--- src/rtl/bram_read_arbiter_pkg.sv ---
// bram_read_arbiter_pkg: FSM state encoding and one-hot decode helper shared by the arbiter files
package bram_read_arbiter_pkg;
    localparam logic ST_ARB    = 1'b0;
    localparam logic ST_LOCKED = 1'b1;
    function automatic logic [2:0] onehot2idx(input logic [7:0] oh);
        logic [2:0] idx;
        idx = '0;
        for (int k = 0; k < 8; k++) idx |= oh[k] ? 3'(k) : 3'd0;
        return idx;
    endfunction
endpackage

--- src/rtl/bram_read_arbiter_rr_pick.sv ---
// bram_read_arbiter_rr_pick: round-robin pick by rotating requests to start at ptr, taking the lowest set bit, rotating back
module bram_read_arbiter_rr_pick #(
    parameter int N  = 2,
    parameter int PW = $clog2(N)
) (
    input  logic [N-1:0]  i_req,
    input  logic [PW-1:0] i_ptr,
    output logic [N-1:0]  o_win,
    output logic          o_valid
);
    logic [N-1:0] w_rot;
    logic [N-1:0] w_first;
    always_comb begin
        w_rot   = N'({i_req, i_req} >> i_ptr);
        w_first = w_rot & (~w_rot + N'(1));
        o_win   = N'(({w_first, w_first} << i_ptr) >> N);
        o_valid = |i_req;
    end
endmodule

--- src/rtl/bram_read_arbiter.sv ---
// bram_read_arbiter: round-robin sharing of one BRAM read port with optional per-requester lock and tagged read return
module bram_read_arbiter
    import bram_read_arbiter_pkg::*;
#(
    parameter int NUM_REQ    = 2,
    parameter int ADDR_WIDTH = 19,
    parameter int DATA_WIDTH = 12,
    parameter int RD_LATENCY = 1
) (
    input  logic                          clk_p,
    input  logic                          rst,
    input  logic [NUM_REQ-1:0]            req,
    input  logic [NUM_REQ*ADDR_WIDTH-1:0] req_addr,
    input  logic [NUM_REQ-1:0]            req_lock,
    output logic [NUM_REQ-1:0]            gnt,
    output logic [NUM_REQ-1:0]            rd_valid,
    output logic [DATA_WIDTH-1:0]         rd_data,
    output logic                          bram_en,
    output logic [ADDR_WIDTH-1:0]         bram_addr,
    input  logic [DATA_WIDTH-1:0]         bram_dout
);
    localparam int PW = $clog2(NUM_REQ);
    logic               r_state;
    logic               w_next_state;
    logic [PW-1:0]      r_owner;
    logic [PW-1:0]      r_ptr;
    logic [PW-1:0]      w_idx;
    logic [PW-1:0]      w_ptr_inc;
    logic [NUM_REQ-1:0] w_elig;
    logic [NUM_REQ-1:0] w_win;
    logic               w_any;
    logic [NUM_REQ-1:0] r_tag [RD_LATENCY];

    // a locked owner that drops req releases the port, so everyone arbitrates that same cycle
    always_comb begin
        w_elig    = (r_state == ST_LOCKED && req[r_owner]) ? (req & (NUM_REQ'(1) << r_owner)) : req;
        w_idx     = PW'(onehot2idx(8'(w_win)));
        w_ptr_inc = (int'(w_idx) == NUM_REQ - 1) ? '0 : w_idx + PW'(1);
    end

    bram_read_arbiter_rr_pick #(.N(NUM_REQ), .PW(PW)) u_pick (
        .i_req  (w_elig),
        .i_ptr  (r_ptr),
        .o_win  (w_win),
        .o_valid(w_any)
    );

    always_ff @(posedge clk_p) begin
        if (rst) begin
            r_state <= ST_ARB;
            r_owner <= '0;
            r_ptr   <= '0;
        end else begin
            r_state <= w_next_state;
            if (w_any) begin
                r_owner <= w_idx;
                r_ptr   <= w_ptr_inc;
            end
        end
    end

    always_comb begin
        w_next_state = (w_any && req_lock[w_idx]) ? ST_LOCKED : ST_ARB;
    end

    always_comb begin
        gnt       = rst ? '0 : w_win;
        bram_en   = w_any & ~rst;
        bram_addr = bram_en ? req_addr[int'(w_idx)*ADDR_WIDTH +: ADDR_WIDTH] : '0;
        rd_valid  = rst ? '0 : r_tag[RD_LATENCY-1];
        rd_data   = bram_dout;
    end

    always_ff @(posedge clk_p) begin
        if (rst) begin
            for (int k = 0; k < RD_LATENCY; k++) r_tag[k] <= '0;
        end else begin
            r_tag[0] <= gnt;
            for (int k = 1; k < RD_LATENCY; k++) r_tag[k] <= r_tag[k-1];
        end
    end
endmodule

--- config.mk ---
export PLATFORM = sky130hd
export DESIGN_NAME = bram_read_arbiter
export DESIGN_NICKNAME = d
export VERILOG_FILES = /design/src/rtl/bram_read_arbiter_pkg.sv /design/src/rtl/bram_read_arbiter_rr_pick.sv /design/src/rtl/bram_read_arbiter.sv
export SDC_FILE = /design/constraint.sdc
export NUM_CORES = 1
export LEC_CHECK = 0
export CAP_MARGIN = 20
export CORE_MARGIN = 2
export CORE_UTILIZATION = 32
export CTS_BUF_LIST = sky130_fd_sc_hd__clkbuf_4
export DETAILED_ROUTE_END_ITERATION = 6
export PLACE_DENSITY = 0.91
export SYNTH_ARGS = -nofsm -noshare
export SYNTH_HDL_FRONTEND = slang
export SYNTH_SLANG_ARGS = --single-unit
--- constraint.sdc ---
create_clock -name clk_p -period 1.5 [get_ports clk_p]
set_input_delay 0.15 -clock clk_p [delete_from_list [all_inputs] [get_ports clk_p]]
set_output_delay 0.15 -clock clk_p [all_outputs]
set_load 0.05 [all_outputs]
## Word-level counts from Yosys, hierarchy flattened

Memory sizes are Yosys's and may differ from the RTL's.
Cells that the tools add are included.

- Register bits: 3
- Memory bits (writable): 2
- Input bits: 56
- Output and inout port bits: 36
- Logic and storage cells: 38
- Memories kept: 1

- $add $sub $neg: 2
- Multipliers: 1
- $lt $le $gt $ge: 2
- Shift-type cells: 4
- Mux-type cells: 16
- Bitwise gates (word level): 5
- Reduce and logical (&&, ||, !) cells: 4

Memory list:

| name | depth | bits a word | rd ports | clocked after Yosys merged registers in | write ports | line | RTL |
|---|---|---|---|---|---|---|---|
| r_tag | 1 | 2 | 1 | 0 | 1 | bram_read_arbiter.sv:32 | `logic [NUM_REQ-1:0] r_tag [RD_LATENCY];` |

Operator list:

| kind | number |
|---|---|
| $shiftx A38 B7 Y19 | 1 |
| $mux W19 | 1 |
| $mux W1 | 11 |
| $mux W2 | 4 |
| $mul A1 B5 Y6 const B | 1 |
| $and A2 B2 Y2 | 2 |
| $lt A1 B2 Y1 const B | 2 |
| $reduce_or A2 Y1 | 2 |
| $shl A4 B1 Y4 | 1 |
| $shr A4 B1 Y2 | 1 |
| $add A2 B1 Y2 const B | 1 |
| $logic_and A1 B1 Y1 | 2 |
| $not A2 Y2 | 1 |
| $shl A1 B1 Y2 const A | 1 |
| $add A1 B1 Y1 const B | 1 |
| $and A1 B1 Y1 | 1 |
| $not A1 Y1 | 1 |

## Logic depth before layout (Yosys ltp)

- Depth after elaboration: 14
- Depth in mapped cells: 5

## Cells and area by module

A second synthesis with hierarchy kept.

- Cells, all modules: 83
- Area, all modules: 676.9 um^2

Modules (own cells, without submodules):

| module | instances | cells each | area an instance (um^2) | sequential area each (um^2) |
|---|---|---|---|---|
| bram_read_arbiter | 1 | 79 | 651.9 | 100.1 |
| bram_read_arbiter_rr_pick | 1 | 4 | 25.0 | 0.0 |

## Worst setup path after synthesis

OpenSTA, ideal clock, no wires.

- Kind: register to output
- From: register r_state
- To: output port gnt[1]
- Arrival time: 1880 ps
- Required time: 1350 ps
- Path slack: -530 ps
- Stages on the path, launching flop included: 4
- Buffers on the path: 1
- Cell sequence: dfxtp_1 > mux2i_2 > buf_6 > a211oi_1

- Word-level cells in the longest chain between the ends: 8

Ends and longest elaborated chain:

| item | line | RTL |
|---|---|---|
| start: declaration | bram_read_arbiter.sv:23 | `logic r_state;` |
| start signal: assignment | bram_read_arbiter.sv:54 | `r_state <= w_next_state;` |
| $logic_and A1 B1 Y1 * | bram_read_arbiter.sv:36 | `w_elig = (r_state == ST_LOCKED && req[r_owner]) ? (req & (NUM_REQ'(1) << r_owner)) : req;` |
| $mux W2 * | bram_read_arbiter.sv:36 |  |
| $shr A4 B1 Y2 * | bram_read_arbiter_rr_pick.sv:14 | `w_rot = N'({i_req, i_req} >> i_ptr);` |
| $not A2 Y2 | bram_read_arbiter_rr_pick.sv:15 | `w_first = w_rot & (~w_rot + N'(1));` |
| $add A2 B1 Y2 | bram_read_arbiter_rr_pick.sv:15 |  |
| $and A2 B2 Y2 * | bram_read_arbiter_rr_pick.sv:15 |  |
| $shl A4 B1 Y4 * | bram_read_arbiter_rr_pick.sv:16 | `o_win = N'(({w_first, w_first} << i_ptr) >> N);` |
| $mux W2 * | bram_read_arbiter.sv:67 | `gnt = rst ? '0 : w_win;` |
| end: declaration | bram_read_arbiter.sv:15 | `output logic [NUM_REQ-1:0] gnt,` |

Mark *: on every way between the ends. The rest lies on a longest branch, timed or not.

## Worst setup path after layout

- From: register r_state
- To: output port bram_addr[14]

- Word-level cells in the longest chain between the ends: 11
- Elaborated cells on any way between the ends: 13
- Classes of those cells: 1 x add/sub; 1 x mul; 3 x shift; 3 x mux; 3 x bitwise; 2 x reduce/logical

Ends and longest elaborated chain:

| item | line | RTL |
|---|---|---|
| $logic_and A1 B1 Y1 * | bram_read_arbiter.sv:36 |  |
| $mux W2 * | bram_read_arbiter.sv:36 |  |
| $shr A4 B1 Y2 | bram_read_arbiter_rr_pick.sv:14 |  |
| $not A2 Y2 | bram_read_arbiter_rr_pick.sv:15 |  |
| $add A2 B1 Y2 | bram_read_arbiter_rr_pick.sv:15 |  |
| $and A2 B2 Y2 | bram_read_arbiter_rr_pick.sv:15 |  |
| $shl A4 B1 Y4 | bram_read_arbiter_rr_pick.sv:16 |  |
| $mux W1 | bram_read_arbiter_pkg.sv:8 | `for (int k = 0; k < 8; k++) idx \|= oh[k] ? 3'(k) : 3'd0;` |
| $mul A1 B5 Y6 | bram_read_arbiter.sv:69 | `bram_addr = bram_en ? req_addr[int'(w_idx)*ADDR_WIDTH +: ADDR_WIDTH] : '0;` |
| $shiftx A38 B7 Y19 | bram_read_arbiter.sv:69 |  |
| $mux W19 * | bram_read_arbiter.sv:69 |  |
| end: declaration | bram_read_arbiter.sv:19 | `output logic [ADDR_WIDTH-1:0] bram_addr,` |

Marked as above.

==> impl_metrics.json <==
{
  "setup_viol": 21,
  "r2r_setup_slack_ns": 0.15,
  "viasPerCell": 5.23,
  "rr_endpoint": "r_ptr",
  "crit_start": "r_state",
  "irDropWorstVdd_uv": 408,
  "initial_core_util_pct": 33.3,
  "multiInputGateArea_um2": 703,
  "clk_pin_slew_worst_paths_ns": 0.05,
  "final_cell_area_um2": 1890,
  "grt_pass1_vias": 1177,
  "crit_path_start_kind": "register",
  "end_kind": "primary output",
  "synth-seq-cells": 5,
  "grt_pass1_wl_mm": 5.21,
  "cts_tree": "built",
  "drive_gt1_share_pct": 33.2,
  "period_share_pct": 114,
  "pre_cts_slack_ns": -0.104,
  "cp-endpoint": "bram_addr[14]",
  "grt_usage_pct": 19.0,
  "place_congestion": 0.685,
  "synth_xor_area_share_pct": 0,
  "max_freq_mhz": 584,
  "dr_total_vias": 1245,
  "global_route.usage.met1_pct": 20.9,
  "die_area_um2": 3590,
  "maxSlewHeadroom_pct": 81.5,
  "seqCellArea_um2": 105,
  "num_rows": 20,
  "port-buffer-count": 67,
  "cp_max_fo": 6,
  "synth.avg_cell_area_um2": 6.54,
  "clk_path_buf_depth": 2,
  "synth-compound-area-share_pct": 44.5,
  "crit_type": "register to primary output",
  "setup_ws_ns": -0.213,
  "drcViolationCount": 0,
  "hp-class": "input port to primary output",
  "final.setup_skew_ns": 0.000932,
  "nNetsFinal": 262,
  "globalRouteOverflowTotal": 0,
  "io_pins": 92,
  "min_period_ns": 1.71,
  "num_antenna_cells": 0,
  "cts_sinks": 5,
  "cp_data_required_time_ns": 1.35,
  "yosys-mux-area-fraction_pct": 2.88,
  "hold_viol": 0,
  "cts_root_buf": "clkbuf_4",
  "synth_top_family_by_area": "compound AO/OA/AOI/OAI gates",
  "yosys.area_share.simple_pct": 19.0,
  "grt_max_degree": 45,
  "synthesis.nets": 209,
  "ys_top_cells_by_area": "a21oi_1 22%, o21ba_1 18%, nand2_1 15%",
  "drtIter0Drc": 77,
  "violations": "negative setup slack",
  "synth_adder_area_share_pct": 0,
  "worst-r2r-cell-count": 5,
  "maxCapViolCount": 0,
  "area_growth_syn_to_layout_pct": 88.7,
  "p_leak_nw": 0.765,
  "worstPathArrival_ns": 1.56,
  "ys_seq_area_share_pct": 10.0,
  "antenna_left": 0,
  "fp.dieW_um": 59.9,
  "wl_per_cell_um": 13.7,
  "busiest_layer": "met2",
  "slew_violations": 0,
  "holdWs_ns": 0.300,
  "place_area_um2": 1800,
  "status": "complete, but fails checks",
  "hold_path_startpoint": "bram_dout[2]",
  "syn_inst": 153,
  "antenna_found_initial": 0,
  "p_per_area_nw_per_um2": 542,
  "yosysUniqueCellTypes": 20,
  "use_met2_pct": 35.1,
  "drt_pre_antenna_iters": 4,
  "cts_buffers": 3,
  "fillers": 261,
  "rsz0062_at_grt": "true",
  "clock_latency_ns": 0.24,
  "synth_top_area_share_pct": 21.5,
  "core_um2": 3000,
  "htreeDepth": 1,
  "r2r-start": "r_state",
  "tightest_slew_ns": 0.274,
  "fp.dieH_um": 59.9,
  "ctsHoldBuffers": 0,
  "use_met3_pct": 4.33,
  "ys_warn_count": 0,
  "routed_wl_mm": 3.27,
  "yosysTopAreaCell": "a21oi_1",
  "syn_area_um2": 1000
}
how the worst min path moves through the flow:
stage,endpoint,slack [ns],cells past startpoint
floorplan,r_state,0.43,3
global placement,rd_data[10],0.30,0
detailed placement,rd_data[10],0.30,0
CTS,rd_data[10],0.30,0
global route,rd_data[2],0.30,0
finish,rd_data[2],0.30,0
Yosys cell counts:
cell type,number
a211oi_1,2
a21oi_1,43
and2_2,1
and2b_2,1
buf_2,2
buf_4,13
buf_6,6
clkbuf_1,5
clkbuf_4,1
clkbuf_8,2
dfxtp_1,5
inv_1,2
mux2_4,1
mux2i_2,1
nand2_1,41
nor2_1,2
nor2b_1,2
o21ai_0,3
o21ba_1,18
o21ba_2,2
cells by family after synthesis:
kind of cell,count (synthesis)
AOI/OAI and AO/OA,68
buffers and inverters,31
DFF,5
muxes,2
and+or+nand+nor,47
per-layer routing:
layer  vias up  wire [um]
li1        609          -
met1       571       1290
met2        63       1700
met3         2        276
met4         0          2
met5         -          0
flip-flops by register name, summed over array words and instances, names as in the netlist:
name	cells
r_owner	1
r_ptr	1
r_state	1
r_tag	2
where the power goes:
| group | internal [mW] | total, mW | switching [mW] |
|---|---|---|---|
| Combinational | 0.362 | 0.694 | 0.332 |
| Sequential | 0.142 | 0.154 | 0.0112 |
| Clock | 0.119 | 0.176 | 0.0577 |
| Total | 0.623 | 1.02 | 0.401 |
final cells by class:
| class | count | area share, % |
|---|---|---|
| multi-input cells | 118 | 37.2 |
| inverters | 2 | 0.397 |
| well taps | 33 | 2.19 |
| flip-flops and latches | 5 | 5.56 |
| repair buffers | 76 | 53.0 |
| clock buffers | 4 | 1.59 |
layout by cell type, fill, tap and decap left out, types with 2 or more instances in the layout:
master,instances
nor2b_1,2
dfxtp_1,3
o21ba_2,20
buf_12,25
nand2_1,41
inv_1,2
clkdlybuf4s50_1,43
buf_6,3
mux2_4,2
a21oi_1,41
a21oi_2,2
buf_4,5
o21ai_0,3
clkbuf_4,4
worst max-delay path, cell delays in order, from the launching register on:
cell	delay (ns)
dfxtp_4	0.39
mux2i_4	0.28
buf_4	0.19
a21oi_1	0.07
o21ba_2	0.24
buf_12	0.15
through the flow:
step / power, mW / instances / utilization [%] / TNS [ns]
floorplan: 0.596 / 153 / - / -0.0488
global placement: 0.810 / 232 / 60.1 / -0.412
detailed placement: 0.823 / 232 / 60.1 / -1.29
CTS: 1.03 / 238 / 62.7 / -3.83
global route: 1.08 / 238 / 62.9 / -4.91
finish: 1.02 / 238 / 62.9 / -3.89
timing repair:
item / 4_1_cts / 5_1_grt
gates resized for setup: 9 / 2
cloned: 2 / 0
endpoints found under the setup margin: 22 / 21
buffers inserted: 0 / 0
Note: power is estimated with default switching activity, not from simulation.
